`config.mk`:
```
export PLATFORM = sky130hd
export DESIGN_NAME = ifetch_prefetch_unit_flat
export DESIGN_NICKNAME = d
export VERILOG_FILES = /design/src/rtl/ifetch_prefetch_unit_if.sv /design/src/rtl/ifetch_prefetch_unit.sv /design/src/flat_wrapper.sv
export SDC_FILE = /design/constraint.sdc
export NUM_CORES = 1
export LEC_CHECK = 0
export CORE_MARGIN = 1.5
export CORE_UTILIZATION = 56
export CTS_CLUSTER_SIZE = 28
export DETAILED_ROUTE_END_ITERATION = 12
export GPL_ROUTABILITY_DRIVEN = 1
export PLACE_DENSITY = 0.82
export SYNTH_ARGS = -nofsm -noshare
export SYNTH_HDL_FRONTEND = slang
export SYNTH_SLANG_ARGS = --single-unit
```
`constraint.sdc`:
```
create_clock -name clk -period 3.3 [get_ports clk]
set_input_delay 0.66 -clock clk [delete_from_list [all_inputs] [get_ports clk]]
set_output_delay 0.66 -clock clk [all_outputs]
set_load 0.03 [all_outputs]
```
`src/rtl/ifetch_prefetch_unit_if.sv`:
```
// Fetch-unit bus bundle: instruction-memory request/response port and decode port.
// All handshakes are strict valid/ready: a transfer happens on the cycle where both
// valid and ready are high; the consumer may not assume valid stays up without ready.
interface ifetch_prefetch_unit_if #(
  parameter int ADDR_W = 32,
  parameter int DATA_W = 32
);
  logic              imem_req_valid;
  logic [ADDR_W-1:0] imem_req_addr;
  logic              imem_req_ready;
  logic              imem_resp_valid;
  logic [DATA_W-1:0] imem_resp_data;
  logic              dec_valid;
  logic              dec_ready;
  logic [DATA_W-1:0] dec_instr;
  logic [ADDR_W-1:0] dec_pc;
  logic [ADDR_W-1:0] dec_link;

  modport master (
    output imem_req_valid, imem_req_addr,
    input  imem_req_ready, imem_resp_valid, imem_resp_data,
    output dec_valid, dec_instr, dec_pc, dec_link,
    input  dec_ready
  );

  modport slave (
    input  imem_req_valid, imem_req_addr,
    output imem_req_ready, imem_resp_valid, imem_resp_data,
    input  dec_valid, dec_instr, dec_pc, dec_link,
    output dec_ready
  );
endinterface

```
`src/rtl/ifetch_prefetch_unit.sv`:
```
// Instruction prefetch unit: credit-limited in-order fetch into a DEPTH-entry FIFO,
// with redirect flush and drop accounting for stale in-flight responses.
module ifetch_prefetch_unit #(
  parameter int                 ADDR_W   = 32,
  parameter int                 DATA_W   = 32,
  parameter int                 DEPTH    = 4,
  parameter logic [ADDR_W-1:0]  RESET_PC = 32'h0000_3000
) (
  input  logic                       clk,
  input  logic                       rst,
  input  logic                       fetch_en,
  input  logic                       redirect,
  input  logic [ADDR_W-1:0]          redirect_pc,
  ifetch_prefetch_unit_if.master     bus,
  output logic [$clog2(DEPTH):0]     inflight,
  output logic [$clog2(DEPTH):0]     drop_cnt
);
  localparam int PTR_W = $clog2(DEPTH);
  localparam int CNT_W = PTR_W + 1;

  logic [ADDR_W-1:0] fetch_pc;

  logic [ADDR_W-1:0] tag_mem [DEPTH];
  logic [PTR_W-1:0]  tag_wr;
  logic [PTR_W-1:0]  tag_rd;

  logic [ADDR_W-1:0] fifo_pc    [DEPTH];
  logic [DATA_W-1:0] fifo_instr [DEPTH];
  logic [PTR_W-1:0]  fifo_wr;
  logic [PTR_W-1:0]  fifo_rd;
  logic [CNT_W-1:0]  fifo_count;

  logic [CNT_W:0]    credit_used;
  logic              accept;
  logic              resp_ok;
  logic              push;
  logic              pop;

  // Dropped-but-outstanding requests still hold a credit, so a late response
  // can never find the FIFO full.
  assign credit_used = {1'b0, fifo_count} + {1'b0, inflight};

  assign bus.imem_req_valid = !rst && fetch_en && !redirect &&
                              (credit_used < (CNT_W+1)'(DEPTH));
  assign bus.imem_req_addr  = fetch_pc;

  assign accept  = bus.imem_req_valid && bus.imem_req_ready;
  assign resp_ok = bus.imem_resp_valid && (inflight != '0);
  assign push    = resp_ok && !redirect && (drop_cnt == '0);
  assign pop     = bus.dec_valid && bus.dec_ready && !redirect;

  assign bus.dec_valid = (fifo_count != '0);
  assign bus.dec_pc    = fifo_pc[fifo_rd];
  assign bus.dec_instr = fifo_instr[fifo_rd];
  assign bus.dec_link  = fifo_pc[fifo_rd] + ADDR_W'(4);

  always_ff @(posedge clk or posedge rst) begin
    if (rst) begin
      fetch_pc <= RESET_PC;
      tag_wr   <= '0;
      tag_rd   <= '0;
    end else begin
      if (redirect) begin
        fetch_pc <= redirect_pc & ~ADDR_W'(3);
      end else if (accept) begin
        fetch_pc <= fetch_pc + ADDR_W'(4);
      end
      if (accept) begin
        tag_wr <= tag_wr + PTR_W'(1);
      end
      // Dropped responses still retire their tag so the queue stays in order.
      if (resp_ok) begin
        tag_rd <= tag_rd + PTR_W'(1);
      end
    end
  end

  always_ff @(posedge clk) begin
    if (accept) begin
      tag_mem[tag_wr] <= fetch_pc;
    end
  end

  always_ff @(posedge clk or posedge rst) begin
    if (rst) begin
      inflight <= '0;
      drop_cnt <= '0;
    end else begin
      inflight <= inflight + CNT_W'(accept) - CNT_W'(resp_ok);
      // On redirect every request still outstanding after this cycle is stale.
      if (redirect) begin
        drop_cnt <= inflight - CNT_W'(resp_ok);
      end else if (resp_ok && (drop_cnt != '0)) begin
        drop_cnt <= drop_cnt - CNT_W'(1);
      end
    end
  end

  always_ff @(posedge clk or posedge rst) begin
    if (rst) begin
      fifo_wr    <= '0;
      fifo_rd    <= '0;
      fifo_count <= '0;
    end else if (redirect) begin
      fifo_wr    <= '0;
      fifo_rd    <= '0;
      fifo_count <= '0;
    end else begin
      if (push) begin
        fifo_wr <= fifo_wr + PTR_W'(1);
      end
      if (pop) begin
        fifo_rd <= fifo_rd + PTR_W'(1);
      end
      fifo_count <= fifo_count + CNT_W'(push) - CNT_W'(pop);
    end
  end

  always_ff @(posedge clk) begin
    if (push) begin
      fifo_pc[fifo_wr]    <= tag_mem[tag_rd];
      fifo_instr[fifo_wr] <= bus.imem_resp_data;
    end
  end

endmodule
```
`src/flat_wrapper.sv`:
```
// flat-port wrapper written by rule: the top's interface ports become plain ports
module ifetch_prefetch_unit_flat 
#(
  parameter int                 ADDR_W   = 32,
  parameter int                 DATA_W   = 32,
  parameter int                 DEPTH    = 4,
  parameter logic [ADDR_W-1:0]  RESET_PC = 32'h0000_3000
)
  (clk, rst, fetch_en, redirect, redirect_pc, inflight, drop_cnt, bus_imem_req_valid, bus_imem_req_addr, bus_imem_req_ready, bus_imem_resp_valid, bus_imem_resp_data, bus_dec_valid, bus_dec_instr, bus_dec_pc, bus_dec_link, bus_dec_ready);
  ifetch_prefetch_unit_if #(.ADDR_W(ADDR_W), .DATA_W(DATA_W)) bus_i ();
  input  logic clk;
  input  logic rst;
  input  logic fetch_en;
  input  logic redirect;
  input  logic [ADDR_W-1:0] redirect_pc;
  output logic [$clog2(DEPTH):0] inflight;
  output logic [$clog2(DEPTH):0] drop_cnt;
  output wire logic [$bits(bus_i.imem_req_valid)-1:0] bus_imem_req_valid;
  output wire logic [$bits(bus_i.imem_req_addr)-1:0] bus_imem_req_addr;
  input wire logic [$bits(bus_i.imem_req_ready)-1:0] bus_imem_req_ready;
  input wire logic [$bits(bus_i.imem_resp_valid)-1:0] bus_imem_resp_valid;
  input wire logic [$bits(bus_i.imem_resp_data)-1:0] bus_imem_resp_data;
  output wire logic [$bits(bus_i.dec_valid)-1:0] bus_dec_valid;
  output wire logic [$bits(bus_i.dec_instr)-1:0] bus_dec_instr;
  output wire logic [$bits(bus_i.dec_pc)-1:0] bus_dec_pc;
  output wire logic [$bits(bus_i.dec_link)-1:0] bus_dec_link;
  input wire logic [$bits(bus_i.dec_ready)-1:0] bus_dec_ready;
  assign bus_imem_req_valid = bus_i.imem_req_valid;
  assign bus_imem_req_addr = bus_i.imem_req_addr;
  assign bus_i.imem_req_ready = bus_imem_req_ready;
  assign bus_i.imem_resp_valid = bus_imem_resp_valid;
  assign bus_i.imem_resp_data = bus_imem_resp_data;
  assign bus_dec_valid = bus_i.dec_valid;
  assign bus_dec_instr = bus_i.dec_instr;
  assign bus_dec_pc = bus_i.dec_pc;
  assign bus_dec_link = bus_i.dec_link;
  assign bus_i.dec_ready = bus_dec_ready;
  ifetch_prefetch_unit #(.ADDR_W(ADDR_W), .DATA_W(DATA_W), .DEPTH(DEPTH), .RESET_PC(RESET_PC)) u_core (.clk(clk), .rst(rst), .fetch_en(fetch_en), .redirect(redirect), .redirect_pc(redirect_pc), .bus(bus_i), .inflight(inflight), .drop_cnt(drop_cnt));
endmodule
```
# --- Word-level counts from Yosys, hierarchy flattened ---
# Memory sizes are Yosys's and may differ from the RTL's.
# Cells that the tools add are included.
# Widths: inputs -> output; s select.
op_classes:
  add_sub_neg: 13
  mul: 0
  reduce_logical: 20
  order_cmp: 1
  div: 0
  n_bitwise: 0
  n_eq_ne: 0
  shift: 0
  n_mux: 13
ops:
  columns: ["cell", "n"]
  rows:
  - ["$add 32x3->32 const B", 2]
  - ["$mux 32", 2]
  - ["$logic_and 1x1->1", 10]
  - ["$mux 3", 3]
  - ["$reduce_bool 3->1", 3]
  - ["$sub 3x1->3", 3]
  - ["$add 2x1->2 const B", 4]
  - ["$mux 2", 4]
  - ["$reduce_bool 2->1", 4]
  - ["$add 3x1->3", 2]
  - ["$add 3x3->4", 1]
  - ["$lt 4x3->1 const B", 1]
  - ["$mux 1", 4]
  - ["$logic_not 3->1", 1]
  - ["$sub 3x1->3 const B", 1]
  - ["$logic_not 1->1", 2]
word_totals:
  mem_count: 3
  latchBits: 0
  elab_cells: 58
  ram_bits: 384
  register_bits: 49
  inputBits: 71
  out_inout_bits: 136
  rom_bits: 0
mem_list:
  columns: ["name", "depth", "word_bits", "read_ports", "rd_ports_with_merged_regs", "wr", "line_no", "source"]
  rows:
  - ["u_core.fifo_instr", 4, 32, 1, 0, 1, "ifetch_prefetch_unit.sv:28", "logic [DATA_W-1:0] fifo_instr [DEPTH];"]
  - ["u_core.fifo_pc", 4, 32, 1, 0, 1, "ifetch_prefetch_unit.sv:27", "logic [ADDR_W-1:0] fifo_pc [DEPTH];"]
  - ["u_core.tag_mem", 4, 32, 1, 0, 1, "ifetch_prefetch_unit.sv:23", "logic [ADDR_W-1:0] tag_mem [DEPTH];"]

# --- Longest topological paths before layout ---
logic_depth:
  depth_word: 7
  mapped_depth: 11
  mapped_depth_nobuf: 10

# --- Worst setup path after synthesis ---
# OpenSTA, ideal clock, no wires.
synth_path:
  kind: "register to output"
  start: "reg u_core.fifo_rd[0]"
  end: "out bus_dec_link[26]"
  t_required_ps: 2640
  path_stages_with_launch: 9
  arrival_time_ps: 2674
  setup_slack_ps: -34
  path_buffers: 2
  cell_sequence: "dfrtp_1 -> buf_6 -> buf_12 -> mux4_1 -> ha_1 -> nand3_1 -> nor4_4 -> nand4_1 -> xnor2_1"
synth_via:
  elab_chain_cells: 2
synth_rtl:
  columns: ["element", "line_no", "source"]
  rows:
  - ["from (decl)", "ifetch_prefetch_unit.sv:30", "logic [PTR_W-1:0] fifo_rd;"]
  - ["from (signal assigned)", "ifetch_prefetch_unit.sv:113", "fifo_rd <= fifo_rd + PTR_W'(1);"]
  - ["$mem_v2 4x32", null, null]
  - ["via bus_dec_pc[2]", "flat_wrapper.sv:25", "output wire logic [$bits(bus_i.dec_pc)-1:0] bus_dec_pc;"]
  - ["$add 32x3->32", "ifetch_prefetch_unit.sv:55", "assign bus.dec_link = fifo_pc[fifo_rd] + ADDR_W'(4);"]
  - ["to (decl)", "flat_wrapper.sv:26", "output wire logic [$bits(bus_i.dec_link)-1:0] bus_dec_link;"]
# The timed path passes the listed nets, and every way through them passes these cells.

# --- Final worst setup path ---
layout_path:
  start: "reg u_core.fifo_rd[0]"
  end: "out bus_dec_link[26]"
layout_via:
  elab_chain_cells: 2
layout_rtl:
  columns: ["element", "line_no"]
  rows:
  - ["$mem_v2 4x32", null]
  - ["$add 32x3->32", "ifetch_prefetch_unit.sv:55"]
# No other way between the ends.

==> impl_summary.log <==
[metrics] status: finished, violations left
[metrics] failing checks: setup timing
[metrics] number of synthesized register bits: 415
[metrics] Core ar.: 29,700 um2
[metrics] hold violation total from the final report: 0
[metrics] leakage power total: 0.00753 uW
[metrics] share of power burned in registers: 42.4%
[metrics] count of nets left with antenna violations after detail routing: 0
[metrics] maximum cell stage delay along the critical path: 0.53 ns
[metrics] global-route wire length before repair: 55,200 um
[metrics] Remaining DRCs: 0
[metrics] routed len/inst: 22.8 um
[metrics] antenna diode instance count: 0
[metrics] Worst Path Buf+Inv: 3
[metrics] number of cells on the worst reg-to-reg path: 8
[metrics] pwr/cell area: 717 nW/um2
[metrics] GRT overflow: 0
[metrics] global placement routability congestion: 0.816
[metrics] fraction of layout instances using a drive strength above 1: 24.8%
[metrics] chip width: 177 um
[metrics] Final Setup Violations: 18
[metrics] detailed-placement wirelength estimate: 21,900 um
[metrics] Starting Density: 56.9%
[metrics] time the worst path needs with I/O delays and setup: 3.50 ns
[metrics] Clock Tree Root: sky130_fd_sc_hd__clkbuf_16
[metrics] vertical die dimension: 177 um
[metrics] TritonCTS clock tree: built
[metrics] number of synthesized flops with an enable pin: 368
[metrics] total CTS buffers: 41
[metrics] count of routing violations after the opening detailed-route iteration: 854
[metrics] cell at the slowest stage of the critical path: sky130_fd_sc_hd__dfrtp_4
[metrics] Tot GR Track Use: 23.4%
[metrics] Sw Share: 30.1%
[metrics] Boundary Pins: 207
[metrics] syn avg cell area: 18.7 um2
[metrics] unrepaired setup endpoints after global routing: yes
[metrics] worst endpoint data arrival time: 2.84 ns
[metrics] floorplan die area: 31,200 um2
[metrics] highest-count cells in the layout ignoring fill and taps: sky130_fd_sc_hd__edfxtp_1, sky130_fd_sc_hd__clkdlybuf4s50_1, sky130_fd_sc_hd__mux4_2
[metrics] area growth from synthesis to layout: 27.5%
[metrics] Fmax: 286 MHz
[metrics] via density per instance: 5.96
[metrics] count of max-cap constraint violations: 0
[metrics] H-tree Lvls: 2
[metrics] Slew Limit Fails: 0
[metrics] leading cell type in the layout, fill and taps excluded: sky130_fd_sc_hd__edfxtp_1
[metrics] type of element capturing the critical path: output port
[metrics] TritonRoute pass-1 iters: 5
[metrics] antenna violations before repair: 0
[metrics] number of hold buffers added after CTS: 0
[metrics] synthesized instance count: 902
[metrics] buffers from clock root to sink, at most: 3
[metrics] part of the total power dissipated in combinational logic: 30.0%
[metrics] largest fanout on the critical path: 8
[metrics] required time of the worst setup path: 2.64 ns
[metrics] net switching power: 4650 uW
[metrics] worst reg2reg path startpoint: u_core.inflight[2]$_DFF_PP0_
[metrics] dominant cell type by count on the critical path: sky130_fd_sc_hd__buf_12
[metrics] utilization after layout: 72.5%
[metrics] kind of cell adding the most delay to the critical path: flip-flops
[metrics] Port Buffers: 198
[metrics] PnR worst setup slack: -0.200 ns
[metrics] Internal Pwr Total: 10,800 uW
[metrics] Cell Area, Synth: 16,900 um2
[metrics] fill cell instance count of the final layout: 1,688
[metrics] Post-synth ARST share: 11.3%
[metrics] warnings from Yosys: 0
[metrics] cell breakdown of the critical path: buf_6, mux4_2, ha_4, nand3_4, nor4_4, buf_12, nand4_1, xnor2_2, buf_12
[metrics] transition time at the pin with the least slew margin: 0.626 ns
[metrics] clock latency on the worst-skew pair: 0.52 ns
[metrics] post-route standard cell area excluding fillers: 21,600 um2
[metrics] endpoint of the worst hold-timing path: u_core.fifo_rd[1]$_DFFE_PP0P_
[metrics] Hold Crit Depth: 2
[metrics] setup skew after layout: 0.0171 ns
[metrics] worst-case headroom to the max-slew limit: 58.2%
[metrics] final worst-path cycle share: 106%
[metrics] minimum setup slack among reg-to-reg paths: 0.73 ns
[metrics] number of global-route vias before repair: 9,587
[metrics] via count: 9,531
[metrics] Max IR drop VDD: 0.670 mV
[metrics] cell area after placement: 19,800 um2
[metrics] Startpoint Class: flip-flop
[metrics] min-delay src: redirect
[metrics] worst setup path class: flip-flop to output port
[metrics] final-stage net count: 1,276
[metrics] sequential share of the synthesized area: 72.3%
[metrics] Unique masters post-synth: 54
[metrics] pin count of the biggest net entering global routing: 63
[metrics] capture instance of the worst register-to-register path: u_core.bus.imem_req_addr[17]$_DFFE_PP0P_
[metrics] type of the most critical hold path: input pin to flip-flop
[metrics] site row count: 63
[metrics] part of the power in the clock network: 27.6%
[metrics] wire length reported by the detailed router: 36,400 um
[metrics] most used flip-flop cell after synthesis: sky130_fd_sc_hd__edfxtp_1
[metrics] clock sinks: 415
[metrics] clock slew at the register clock pins of the worst setup and hold paths: 0.06 ns
[what timing repair did]
item	4_1_cts	5_1_grt
gates resized for setup	76	45
hold endpoints to repair	0	0
endpoints found under the setup margin	75	35
pin swaps	13	23
buffers inserted	12	13
[how the worst max path moves through the flow]
stage	depth (start not counted)	end	start
2_1_floorplan	8	bus_dec_link[18]	u_core.fifo_rd[0]$_DFFE_PP0P_
3_3_place_gp	7	bus_dec_link[26]	u_core.fifo_rd[0]$_DFFE_PP0P_
4_1_cts	9	bus_dec_link[31]	u_core.fifo_rd[0]$_DFFE_PP0P_
3_5_place_dp	6	bus_dec_link[26]	u_core.fifo_rd[0]$_DFFE_PP0P_
5_1_grt	9	bus_dec_link[30]	u_core.fifo_rd[0]$_DFFE_PP0P_
6_report	9	bus_dec_link[26]	u_core.fifo_rd[0]$_DFFE_PP0P_
[sequential cells by signal (all words and copies together) (netlist names)]
name	count
u_core.inflight	3
u_core.fifo_count	3
u_core.tag_rd	2
u_core.tag_wr	2
u_core.fifo_instr	128
u_core.fifo_pc	120
u_core.fifo_wr	2
u_core.fifo_rd	2
u_core.drop_cnt	3
u_core.tag_mem	120
u_core.bus.imem_req_addr	30
[layer usage]
layer	vias to the layer above	global-route usage, %	wire length [um]
li1	4169	-	-
met1	4881	33.2	15400
met2	440	39.0	18100
met3	41	3.54	2390
met4	0	5.16	532
met5	-	0	0
[cell usage after synthesis, drive strengths merged (6+ instances only)]
cell type	number	area, um2
nor3	11	55.1
buf	29	198
xnor2	35	307
nand4	26	193
and3	10	62.6
mux4	92	2120
dfrtp	45	1130
nor4	9	86.3
inv	21	78.8
or3	6	37.5
nand2	47	176
a21oi	8	40.0
nor2	22	82.6
edfxtp	368	11100
and2	17	106
ha	20	250
o21ai	22	110
clkbuf	16	60.1
xor2	13	114
nand3	30	150
[cell families after synthesis]
group           share of synthesized area [%]
flops                                    72.3
simple gates                             6.38
mux                                      12.7
buf+inv                                  2.01
compound gates                           2.37
xor+xnor                                 2.49
fa+ha+maj                                1.72
other cells                            0.0222
[power groups by stage]
| stage | clock [uW] | sequential [uW] | combinational (uW) |
|---|---|---|---|
| 2_1_floorplan | 0 | 6630 | 2700 |
| 3_3_place_gp | 0 | 6670 | 4250 |
| 3_5_place_dp | 0 | 6690 | 4340 |
| 4_1_cts | 4350 | 6560 | 4550 |
| 5_1_grt | 4540 | 6590 | 4900 |
| 6_report | 4270 | 6550 | 4640 |
[final cells by class]
class | instances | area, um2 | share of cell area (%)
clock buffers | 50 | 1070 | 4.96
clock inverters | 20 | 150 | 0.697
inverters | 22 | 82.6 | 0.383
multi-input cells | 425 | 4640 | 21.5
flip-flops and latches | 415 | 12200 | 56.8
well taps | 390 | 488 | 2.26
repair buffers | 278 | 2890 | 13.4
[stage by stage]
stage | hold WS (ns) | setup TNS, ns | worst slack [ns] | total power (uW) | instances
after CTS | 0.417 | -2.58 | -0.226 | 15500 | 1587
after global placement | 0.555 | 0 | 0.0523 | 10900 | 1505
after floorplan | 0.577 | 0 | 0.0217 | 9330 | 907
final | 0.447 | -2.38 | -0.200 | 15500 | 1600
after detailed placement | 0.580 | 0 | 0.00910 | 11000 | 1505
after global routing | 0.442 | -4.98 | -0.336 | 16000 | 1600
(Power assumes the default switching activity.)
